[config.mk]
export PLATFORM = sky130hd
export DESIGN_NAME = inst_fetch
export DESIGN_NICKNAME = d
export VERILOG_FILES = /design/src/rtl/inst_fetch.sv
export SDC_FILE = /design/constraint.sdc
export NUM_CORES = 1
export LEC_CHECK = 0
export CAP_MARGIN = 15
export CORE_MARGIN = 2
export CORE_UTILIZATION = 50
export DETAILED_ROUTE_END_ITERATION = 12
export PLACE_DENSITY = 0.8
export RECOVER_POWER = 50
export SETUP_SLACK_MARGIN = 0.5
export SLEW_MARGIN = 10
export SYNTH_ARGS = -nofsm -noshare
export SYNTH_HDL_FRONTEND = slang
export SYNTH_SLANG_ARGS = --single-unit
[constraint.sdc]
create_clock -name clk -period 2.5 [get_ports clk]
set_clock_uncertainty 0.15 [all_clocks]
set_input_delay 0.625 -clock clk [delete_from_list [all_inputs] [get_ports clk]]
set_output_delay 0.625 -clock clk [all_outputs]
set_load 0.01 [all_outputs]
[src/rtl/inst_fetch.sv]
// Fetch stage: PC register, 2-entry fetch queue, redirect and fault handling; word addressed in cycle N is presented in N+1.
// Decode backpressure fills the queue, then the PC stalls; a fault freezes the PC until a redirect or reset.
module inst_fetch #(
   parameter logic [31:0] RESET_PC   = 32'h0000_0000,
   parameter int unsigned IMEM_WORDS = 4096
) (
   input  logic        clk,
   input  logic        rst,
   output logic [31:0] imem_raddr_o,
   input  logic [31:0] imem_rdata_i,
   input  logic        redirect_i,
   input  logic [31:0] redirect_pc_i,
   input  logic        id_ready_i,
   output logic        id_valid_o,
   output logic [31:0] id_inst_o,
   output logic [31:0] id_pc_o,
   output logic        id_fault_o
);

   localparam logic [31:0] NOP = 32'h0000_0013;

   typedef enum logic {RUN, HALT} mode_e;

   typedef struct packed {
      logic [31:0] pc;
      logic [31:0] inst;
      logic        fault;
   } entry_t;

   logic [31:0] pc_q, pc_d;
   mode_e       mode_q, mode_d;
   logic [1:0]  cnt_q, cnt_d;
   entry_t      head_q, head_d;
   entry_t      tail_q, tail_d;

   logic   has_head;
   logic   pc_fault;
   logic   deq;
   logic   enq;
   entry_t new_e;

   assign has_head = (cnt_q != 2'd0);
   assign pc_fault = (pc_q[1:0] != 2'b00) || ({2'b00, pc_q[31:2]} >= 32'(IMEM_WORDS));
   assign deq      = id_valid_o & id_ready_i;
   assign enq      = (mode_q == RUN) & ~redirect_i & ((cnt_q != 2'd2) | deq);
   assign new_e    = pc_fault ? '{pc: pc_q, inst: NOP, fault: 1'b1}
                              : '{pc: pc_q, inst: imem_rdata_i, fault: 1'b0};

   always_comb begin
      pc_d   = pc_q;
      mode_d = mode_q;
      cnt_d  = cnt_q;
      head_d = head_q;
      tail_d = tail_q;
      if (redirect_i) begin
         cnt_d  = 2'd0;
         pc_d   = redirect_pc_i;
         mode_d = RUN;
      end else begin
         case ({enq, deq})
            2'b10: begin
               if (cnt_q == 2'd0) head_d = new_e;
               else               tail_d = new_e;
               cnt_d = cnt_q + 2'd1;
            end
            2'b01: begin
               head_d = tail_q;
               cnt_d  = cnt_q - 2'd1;
            end
            2'b11: begin
               // Count is unchanged; with two entries the tail shifts up so order is kept.
               if (cnt_q == 2'd1) begin
                  head_d = new_e;
               end else begin
                  head_d = tail_q;
                  tail_d = new_e;
               end
            end
            default: ;
         endcase
         if (enq) begin
            if (pc_fault) mode_d = HALT;
            else          pc_d   = pc_q + 32'd4;
         end
      end
   end

   always_ff @(posedge clk) begin
      if (rst) begin
         pc_q   <= RESET_PC;
         mode_q <= RUN;
         cnt_q  <= 2'd0;
         head_q <= '0;
         tail_q <= '0;
      end else begin
         pc_q   <= pc_d;
         mode_q <= mode_d;
         cnt_q  <= cnt_d;
         head_q <= head_d;
         tail_q <= tail_d;
      end
   end

   assign imem_raddr_o = pc_q;
   assign id_valid_o   = has_head & ~redirect_i;
   assign id_inst_o    = has_head ? head_q.inst  : NOP;
   assign id_pc_o      = has_head ? head_q.pc    : 32'd0;
   assign id_fault_o   = has_head ? head_q.fault : 1'b0;

endmodule
Word-level counts from Yosys, hierarchy flattened
Index checks and enable logic that the tools add are counted.
{ "totals": {"reg_bits": 165, "out_inout_bits": 98, "inputBits": 68, "wordCells": 56} }
{ "op_classes": {"magnitude_cmp": 1, "muxes": 14, "n_addsub": 3, "n_eq_ne": 9, "n_reduce_logical": 13, "bitwise": 7} }
{ "ops": {"columns": ["operator", "n"], "rows": [
  ["65-bit 2-to-1 mux", 4],
  ["65-bit case mux with 3 select lines", 1],
  ["32-bit 2-to-1 mux", 5],
  ["65-bit case mux with 2 select lines", 1],
  ["33-bit 2-to-1 mux", 1],
  ["32-bit by 3-bit adder with 32-bit output (second input constant)", 1],
  ["30-bit by 13-bit >= comparator with 1-bit output (second input constant)", 1],
  ["2-bit inequality test (second input constant)", 5],
  ["2-bit nonzero test", 5],
  ["1-bit bitwise AND", 4],
  ["2-bit by 1-bit == test with 1-bit output (second input constant)", 2],
  ["2-bit == test (second input constant)", 2],
  ["2-bit case mux with 2 select lines", 1],
  ["2-bit AND reduction", 2],
  ["4-bit AND reduction", 1],
  ["3-bit AND reduction", 1],
  ["3-bit nonzero test", 1],
  ["2-bit by 1-bit adder with 2-bit output (second input constant)", 1],
  ["2-bit logical NOT", 1],
  ["1-bit NOT", 2],
  ["2-bit OR reduction", 1],
  ["2-bit by 1-bit subtractor with 2-bit output (second input constant)", 1],
  ["1-bit logical OR", 1],
  ["1-bit 2-to-1 mux", 1],
  ["1-bit bitwise OR", 1]
]} }

Longest topological paths before layout
Gate-level depths: netlist (run 1).
{ "logic_depth": {"ltp_word": 8, "mapped_depth": 9, "ltp_nobuf": 7} }

Least setup slack after synthesis (run 1)
Ideal clock, no wire load.
{ "synth_timing": {"path_kind": "register -> register", "from": "reg cnt_q[0]", "to": "reg head_q[48] in the netlist's numbering", "required_ns": 2.259, "path_stages_with_launch": 9, "setup_ns": 0.091, "arrival_time_ns": 1.946, "n_path_buf": 2, "synth_period_minus_slack_ns": 2.187, "setup_slack_ns": 0.313, "path_cell_list": "dfxtp_1 -> inv_1 -> ha_1 -> nor2_1 -> and3_1 -> clkbuf_1 -> clkbuf_1 -> nand2_1 -> a311oi_1"} }
{ "synth_via": {"elab_chain_len": 8, "elab_cells_between_ends": 16, "cone_classes": "eq/ne: 6; mux: 2; bitwise: 4; reduce/logical: 4"} }
{ "synth_lines": {"columns": ["element", "line_no", "rtl"], "rows": [
  ["from (decl)", "32", "logic [1:0] cnt_q, cnt_d;"],
  ["from (signal assigned)", "98", "cnt_q <= cnt_d;"],
  ["2-bit nonzero test (*)", "42", "assign has_head = (cnt_q != 2'd0);"],
  ["1-bit bitwise AND (*)", "105", "assign id_valid_o = has_head & ~redirect_i;"],
  ["via id_valid_o", "14", "output logic id_valid_o,"],
  ["1-bit bitwise AND (*)", "44", "assign deq = id_valid_o & id_ready_i;"],
  ["1-bit bitwise OR", "45", "assign enq = (mode_q == RUN) & ~redirect_i & ((cnt_q != 2'd2) | deq);"],
  ["1-bit bitwise AND", "45", null],
  ["2-bit == test or 2-bit by 1-bit == test with 1-bit output (tied branches)", "60", "case ({enq, deq})"],
  ["2-bit inequality test (no source line) or 3-bit nonzero test (tied branches)", null, null],
  ["3-bit AND reduction (no source line)", null, null],
  ["to (signal assigned)", "93", "head_q <= '0;"],
  ["to (signal assigned)", "99", "head_q <= head_d;"],
  ["to (decl)", "33", "entry_t head_q, head_d;"]
]} }
The timed path passes the listed nets; every way through them passes the cells marked *.
A chain may end at the register's enable or synchronous reset.

Worst setup path in the final report (run 1)
{ "layout_timing": {"from": "reg cnt_q[1]", "to": "reg pc_q[3] (netlist: imem_raddr_o[3])"} }
{ "layout_via": {"elab_chain_len": 7, "elab_cells_between_ends": 8, "cone_classes": "eq/ne: 1; bitwise: 4; reduce/logical: 3"} }
{ "layout_lines": {"columns": ["element", "line_no", "rtl"], "rows": [
  ["2-bit nonzero test", "42", null],
  ["1-bit bitwise AND", "105", null],
  ["1-bit bitwise AND", "44", null],
  ["1-bit bitwise OR (*)", "45", null],
  ["1-bit bitwise AND (*)", "45", null],
  ["2-bit nonzero test (no source line) (*)", null, null],
  ["2-bit AND reduction (no source line) (*)", null, null],
  ["to (signal assigned)", "96", "pc_q <= pc_d;"],
  ["to (decl)", "30", "logic [31:0] pc_q, pc_d;"]
]} }
Mark *: on every way between the ends. The rest lies on a longest branch, timed or not.

==> reports/qor.yml, run 1 <==
grt.total_usage: 0.301
fin_nets: 1185
criticalPathCategory: "flop to flop"
worst_r2r_path_depth: 10
switchingPower_mw: 2.19
wl_per_cell_um: 24.2
post-route-util: 0.826
ys_seq_area_frac: 0.451
grt_pass1_vias: 7231
area_growth_pct: 62.5
firstDrtPassIters: 6
num_vias: 8443
fillers: 738
fp.dieW_um: 125
grt_max_degree: 65
seq_area_um2: 3320
core_um2: 14400
seqPwrFrac: 0.380
tightestPinTransition_ns: 0.929
die_height_um: 125
synth_area_leaders: "dfxtp_1 45%, nand2_1 8.7%, nor2_1 5.4%"
synth_top_area_frac: 0.451
antenna_found_initial: 0
antenna_cells: 0
synthArstFlopShare: 0
status: "finished with violations"
relSlewSlack: 0.380
synth_commonest_cells: "170 x nand2_1, 165 x dfxtp_1, 105 x nor2_1"
yosys_warnings: 0
leakage_nw: 4.58
design_area_um2: 11900
yosys.cell_types.count: 47
critPathRequiredTime_ns: 2.65
hold_path.startpoint: "tail_q[6]"
switching_share: 0.283
gp_congestion: 0.864
drive_gt1_frac: 0.353
max_freq_mhz: 383
yosysMostFrequentCell: "nand2_1"
syn_area_per_cell_um2: 8.00
insertion_delay_ns: 0.44
p_clk_frac: 0.388
clkTransAtPathRegs_ns: 0.07
finalSetupViolCount: 3
drcViolationCount: 0
period_share: 1.04
p_comb_frac: 0.232
maxCapViolations: 0
start_util: 0.508
whs_path_depth: 2
synth-edff-count: 0
ys.flop_type: "dfxtp_1"
start_kind: "flop"
syn-num-nets: 989
violations: "negative setup slack"
drt_iter0_markers: 1061
synth_area_um2: 7330
cts_tree: "built"
path_max_fanout: 6
via_per_inst: 6.45
hp-class: "flop to flop"
rsz0062_at_grt: "true"
fin_ws_ns: -0.109
arrival_ns: 2.76
rows: 44
setup.worst_path.start: "cnt_q[1]"
ant_nets: 0
fin_crit_ns: 2.61
globalRouteOverflowTotal: 0
synth-seq-cells: 165
worstReg2RegStart: "cnt_q[1]"
cts_htree_levels: 4
hpwl_mm: 13.1
portBuffers: 165
multiInputGateArea_um2: 4600
die-area_um2: 15600
ioPinCount: 166
wl_mm: 31.7
hold_violations: 0
numCtsBuffers: 17
cts.sinks: 165
clock_path_buffers: 2
slew_violations: 0
p_int_mw: 5.54
irDropWorstVdd_mv: 0.556
synthCells: 916
end_kind: "flop"
synth_top_cell_by_area: "dfxtp_1"
power.density_nw_per_um2: 648
root_buffer: "clkbuf_16"
dpl-instance-area_um2: 9250
grt_pass1_wl_mm: 38.2
-- logic make-up after synthesis --
kind of cell / synth area share
buf+inv: 0.0754
flops: 0.451
compound gates: 0.173
fa+ha+maj: 0.00853
simple gates: 0.257
mux: 0.0287
xor+xnor: 0.00717
-- flip-flops by register name, indices dropped and copies added (netlist names) --
signal / cells
cnt_q: 2
head_q: 65
tail_q: 65
imem_raddr_o: 32
mode_q: 1
-- power by group through the flow --
stage / clock network [mW] / registers [mW] / logic (mW)
6_report: 3.00 / 2.94 / 1.79
5_1_grt: 3.07 / 2.95 / 1.85
4_1_cts: 2.94 / 2.90 / 1.25
3_5_place_dp: 0 / 2.95 / 1.04
3_3_place_gp: 0 / 2.95 / 1.02
2_1_floorplan: 0 / 2.92 / 0.598
-- path summary, 6_finish.rpt --
path / end / slack [ns]
max: imem_raddr_o[3] / -0.11
min: tail_q[6] / 0.31
max reg2reg: imem_raddr_o[3] / -0.11
min reg2reg: tail_q[6] / 0.31
-- per-stage QoR --
stage          TNS (ns)  std cells  hold WS, ns  worst slack, ns  power [mW]
2_1_floorplan         0        916        0.282            0.476        3.52
3_3_place_gp     -0.532       1214        0.288          -0.0789        3.97
3_5_place_dp      -2.41       1214        0.295           -0.112        3.99
4_1_cts               0       1270        0.304            0.178        7.09
5_1_grt          -0.130       1309        0.326          -0.0726        7.87
6_report         -0.155       1309        0.306           -0.109        7.73
-- final cells by class --
class,count,share of cell area
multi-input cells,637,0.386
flip-flops and latches,165,0.279
repair buffers,283,0.258
clock buffers,18,0.0360
clock inverters,14,0.0194
well taps,184,0.0193
inverters,8,0.00252
-- repair_timing --
item	in CTS	in global routing
hold buffers	0	0
buffers inserted	17	21
pin swaps	15	64
cloned	7	18
endpoints found under the setup margin	235	216
resized for setup	417	228
-- critical path: stages, from the launching register on --
cell	delay, ns
dfxtp_2	0.36
inv_2	0.06
ha_4	0.22
buf_12	0.17
and2b_4	0.33
o2111ai_4	0.14
buf_6	0.18
nor2_4	0.23
buf_6	0.17
mux2i_1	0.33
a211oi_1	0.14
-- routing by layer --
layer | part of all wire | vias to the layer above | GRT usage
met5 | 0 | - | 0
met4 | 0.077 | 0 | 0.144
met3 | 0.095 | 231 | 0.0518
met2 | 0.48 | 706 | 0.503
met1 | 0.35 | 3982 | 0.379
li1 | - | 3524 | -
-- cells in the final DEF, fill, tap and decap left out, types with 33 or more instances in the layout --
master and count:
clkdlybuf4s50_1 64, buf_6 48, nor2_1 82, a21oi_1 63, clkbuf_16 33, buf_4 41
nor2b_1 38, buf_2 47, dfxtp_1 151, nand2_1 168
(Power assumes the default switching activity.)
==> inputs of run 2 (changes only) <==
--- a/config.mk
+++ b/config.mk
@@ -16,3 +16,4 @@
 export SYNTH_ARGS = -nofsm -noshare
 export SYNTH_HDL_FRONTEND = slang
 export SYNTH_SLANG_ARGS = --single-unit
+export TNS_END_PERCENT = 10
==> run 2 against run 1 <==
The run now ends clean. Final cell count down 2.3%. Flip-flop and latch count unchanged. Register-to-register slack better by 0.26 ns. Global-route usage is 3.5 points lower.
==> reports/qor.yml, run 2 (synthesis gave the netlist of run 1 again) <==
leakage_nw: 3.94
die-area_um2: 15600
tightestPinTransition_ns: 0.832
via_per_inst: 5.74
clkTransAtPathRegs_ns: 0.06
regToRegSetupSlack_ns: 0.15
portBuffers: 165
post-route-util: 0.706
top_usage_layer: "met2"
critPathRequiredTime_ns: 1.73
fin_nets: 1158
finalSetupViolCount: 0
power.density_nw_per_um2: 650
hold_violations: 0
path_max_fanout: 8
rows: 44
period_share: 0.954
post-place-ws_ns: -0.265
drt_iter0_markers: 755
final_common_cell: "nand2_1"
end_kind: "output pin"
core_um2: 14400
fp.dieW_um: 125
arrival_ns: 1.61
use_met1: 0.332
max_freq_mhz: 419
final_cell_mix: "170 x nand2_1, 163 x dfxtp_1, 102 x nor2_1, 78 x clkdlybuf4s50_1, 68 x a21oi_1"
criticalPathCategory: "flop to output pin"
status: "complete, no violations"
area_growth_pct: 38.8
hpwl_mm: 12.8
grt_pass1_wl_mm: 33.9
r2r-end: "imem_raddr_o[10]"
fin_crit_ns: 2.38
num_vias: 7347
drcViolationCount: 0
start_util: 0.508
insertion_delay_ns: 0.43
drive_gt1_frac: 0.203
cts_tree: "built"
rsz0062_at_grt: "true"
cts.sinks: 165
worstReg2RegStart: "cnt_q[0]"
whs_ns: 0.303
globalRouteOverflowTotal: 0
worst_r2r_path_depth: 8
grt_max_degree: 88
relSlewSlack: 0.445
slew_violations: 0
final_cells: 1279
start_kind: "flop"
ant_nets: 0
root_buffer: "clkbuf_16"
met2_usage: 0.456
wl_mm: 22.3
grt.total_usage: 0.266
antenna_cells: 0
hold_path.startpoint: "tail_q[9]"
die_height_um: 125
hp-class: "flop to flop"
wl_per_cell_um: 17.4
clock_path_buffers: 2
dp_cells: 1221
hold_buffers: 0
grt_pass1_vias: 6671
setup.worst_path.start: "cnt_q[0]"
numCtsBuffers: 17
fin_ws_ns: 0.115
cp-endpoint: "id_inst_o[12]"
gp_congestion: 0.846
grtUsageMet3: 0.0599
maxCapViolations: 0
irDropWorstVdd_mv: 0.516
antenna_found_initial: 0
ioPinCount: 166
cts_htree_levels: 4
firstDrtPassIters: 5
[run 2: cell types whose count changed in the layout (fill, tap and decap cells not counted), moves of 20 or more]
cell           before  now
a311oi_1            6   32
a311oi_2           26    0
a221oi_1            4   26
dlygate4sd2_1      29    0
nor2_1             82  102
o21ai_0            13   39
buf_6              48    8
[run 2: worst min-delay path by stage]
stage                 end  slack (ns)  cells past startpoint
5_1_grt        tail_q[20]        0.31                      2
3_3_place_gp   tail_q[15]        0.29                      2
4_1_cts         tail_q[9]        0.30                      2
6_report        tail_q[9]        0.30                      2
2_1_floorplan   head_q[0]        0.28                      2
3_5_place_dp    tail_q[9]        0.29                      2
[run 2: area by class of cell]
type                            instances  area, µm²
Multi-Input combinational cell        637       3630
Clock buffer                           24        492
Tap cell                              184        230
Clock inverter                          5       50.0
Sequential cell                       165       3310
Fill cell                            1121       4240
Timing Repair Buffer                  256       2440
Inverter                                8       32.5
[run 2: routing by layer]
layer  wire, µm  up-vias
met5          0        -
met4        476        0
met3       1690       40
met2      10900      382
met1       9240     3468
li1           -     3457
[run 2: metrics by stage]
stage / power (mW) / cell area [µm²] / setup TNS, ns
CTS: 6.52 / 9920 / 0
floorplan: 3.51 / 7360 / 0
global placement: 3.99 / 9320 / -4.72
finish: 6.61 / 10200 / 0
global route: 6.85 / 10200 / 0
detailed placement: 4.01 / 9320 / -6.75
[run 2: worst max-delay path, stage by stage, from the launching register on]
cell and delay (ns):
dfxtp_2 0.35, inv_4 0.04, ha_4 0.21, buf_12 0.16, nor2b_2 0.15, clkdlybuf4s15_2 0.25
[run 2: report_power, final]
part / internal (mW) / switching, mW / total, mW / leakage, nW
combinational: 0.643 / 0.620 / 1.26 / 2.31
clock: 1.45 / 1.01 / 2.46 / 0.272
sequential: 2.79 / 0.104 / 2.89 / 1.35
total: 4.88 / 1.73 / 6.61 / 3.94
[run 2: timing repair]
action                     CTS  global route
gates resized for setup    284            28
cloned                       5             6
pin swaps                    2             8
setup endpoints to repair  209           214
buffers inserted             8            10
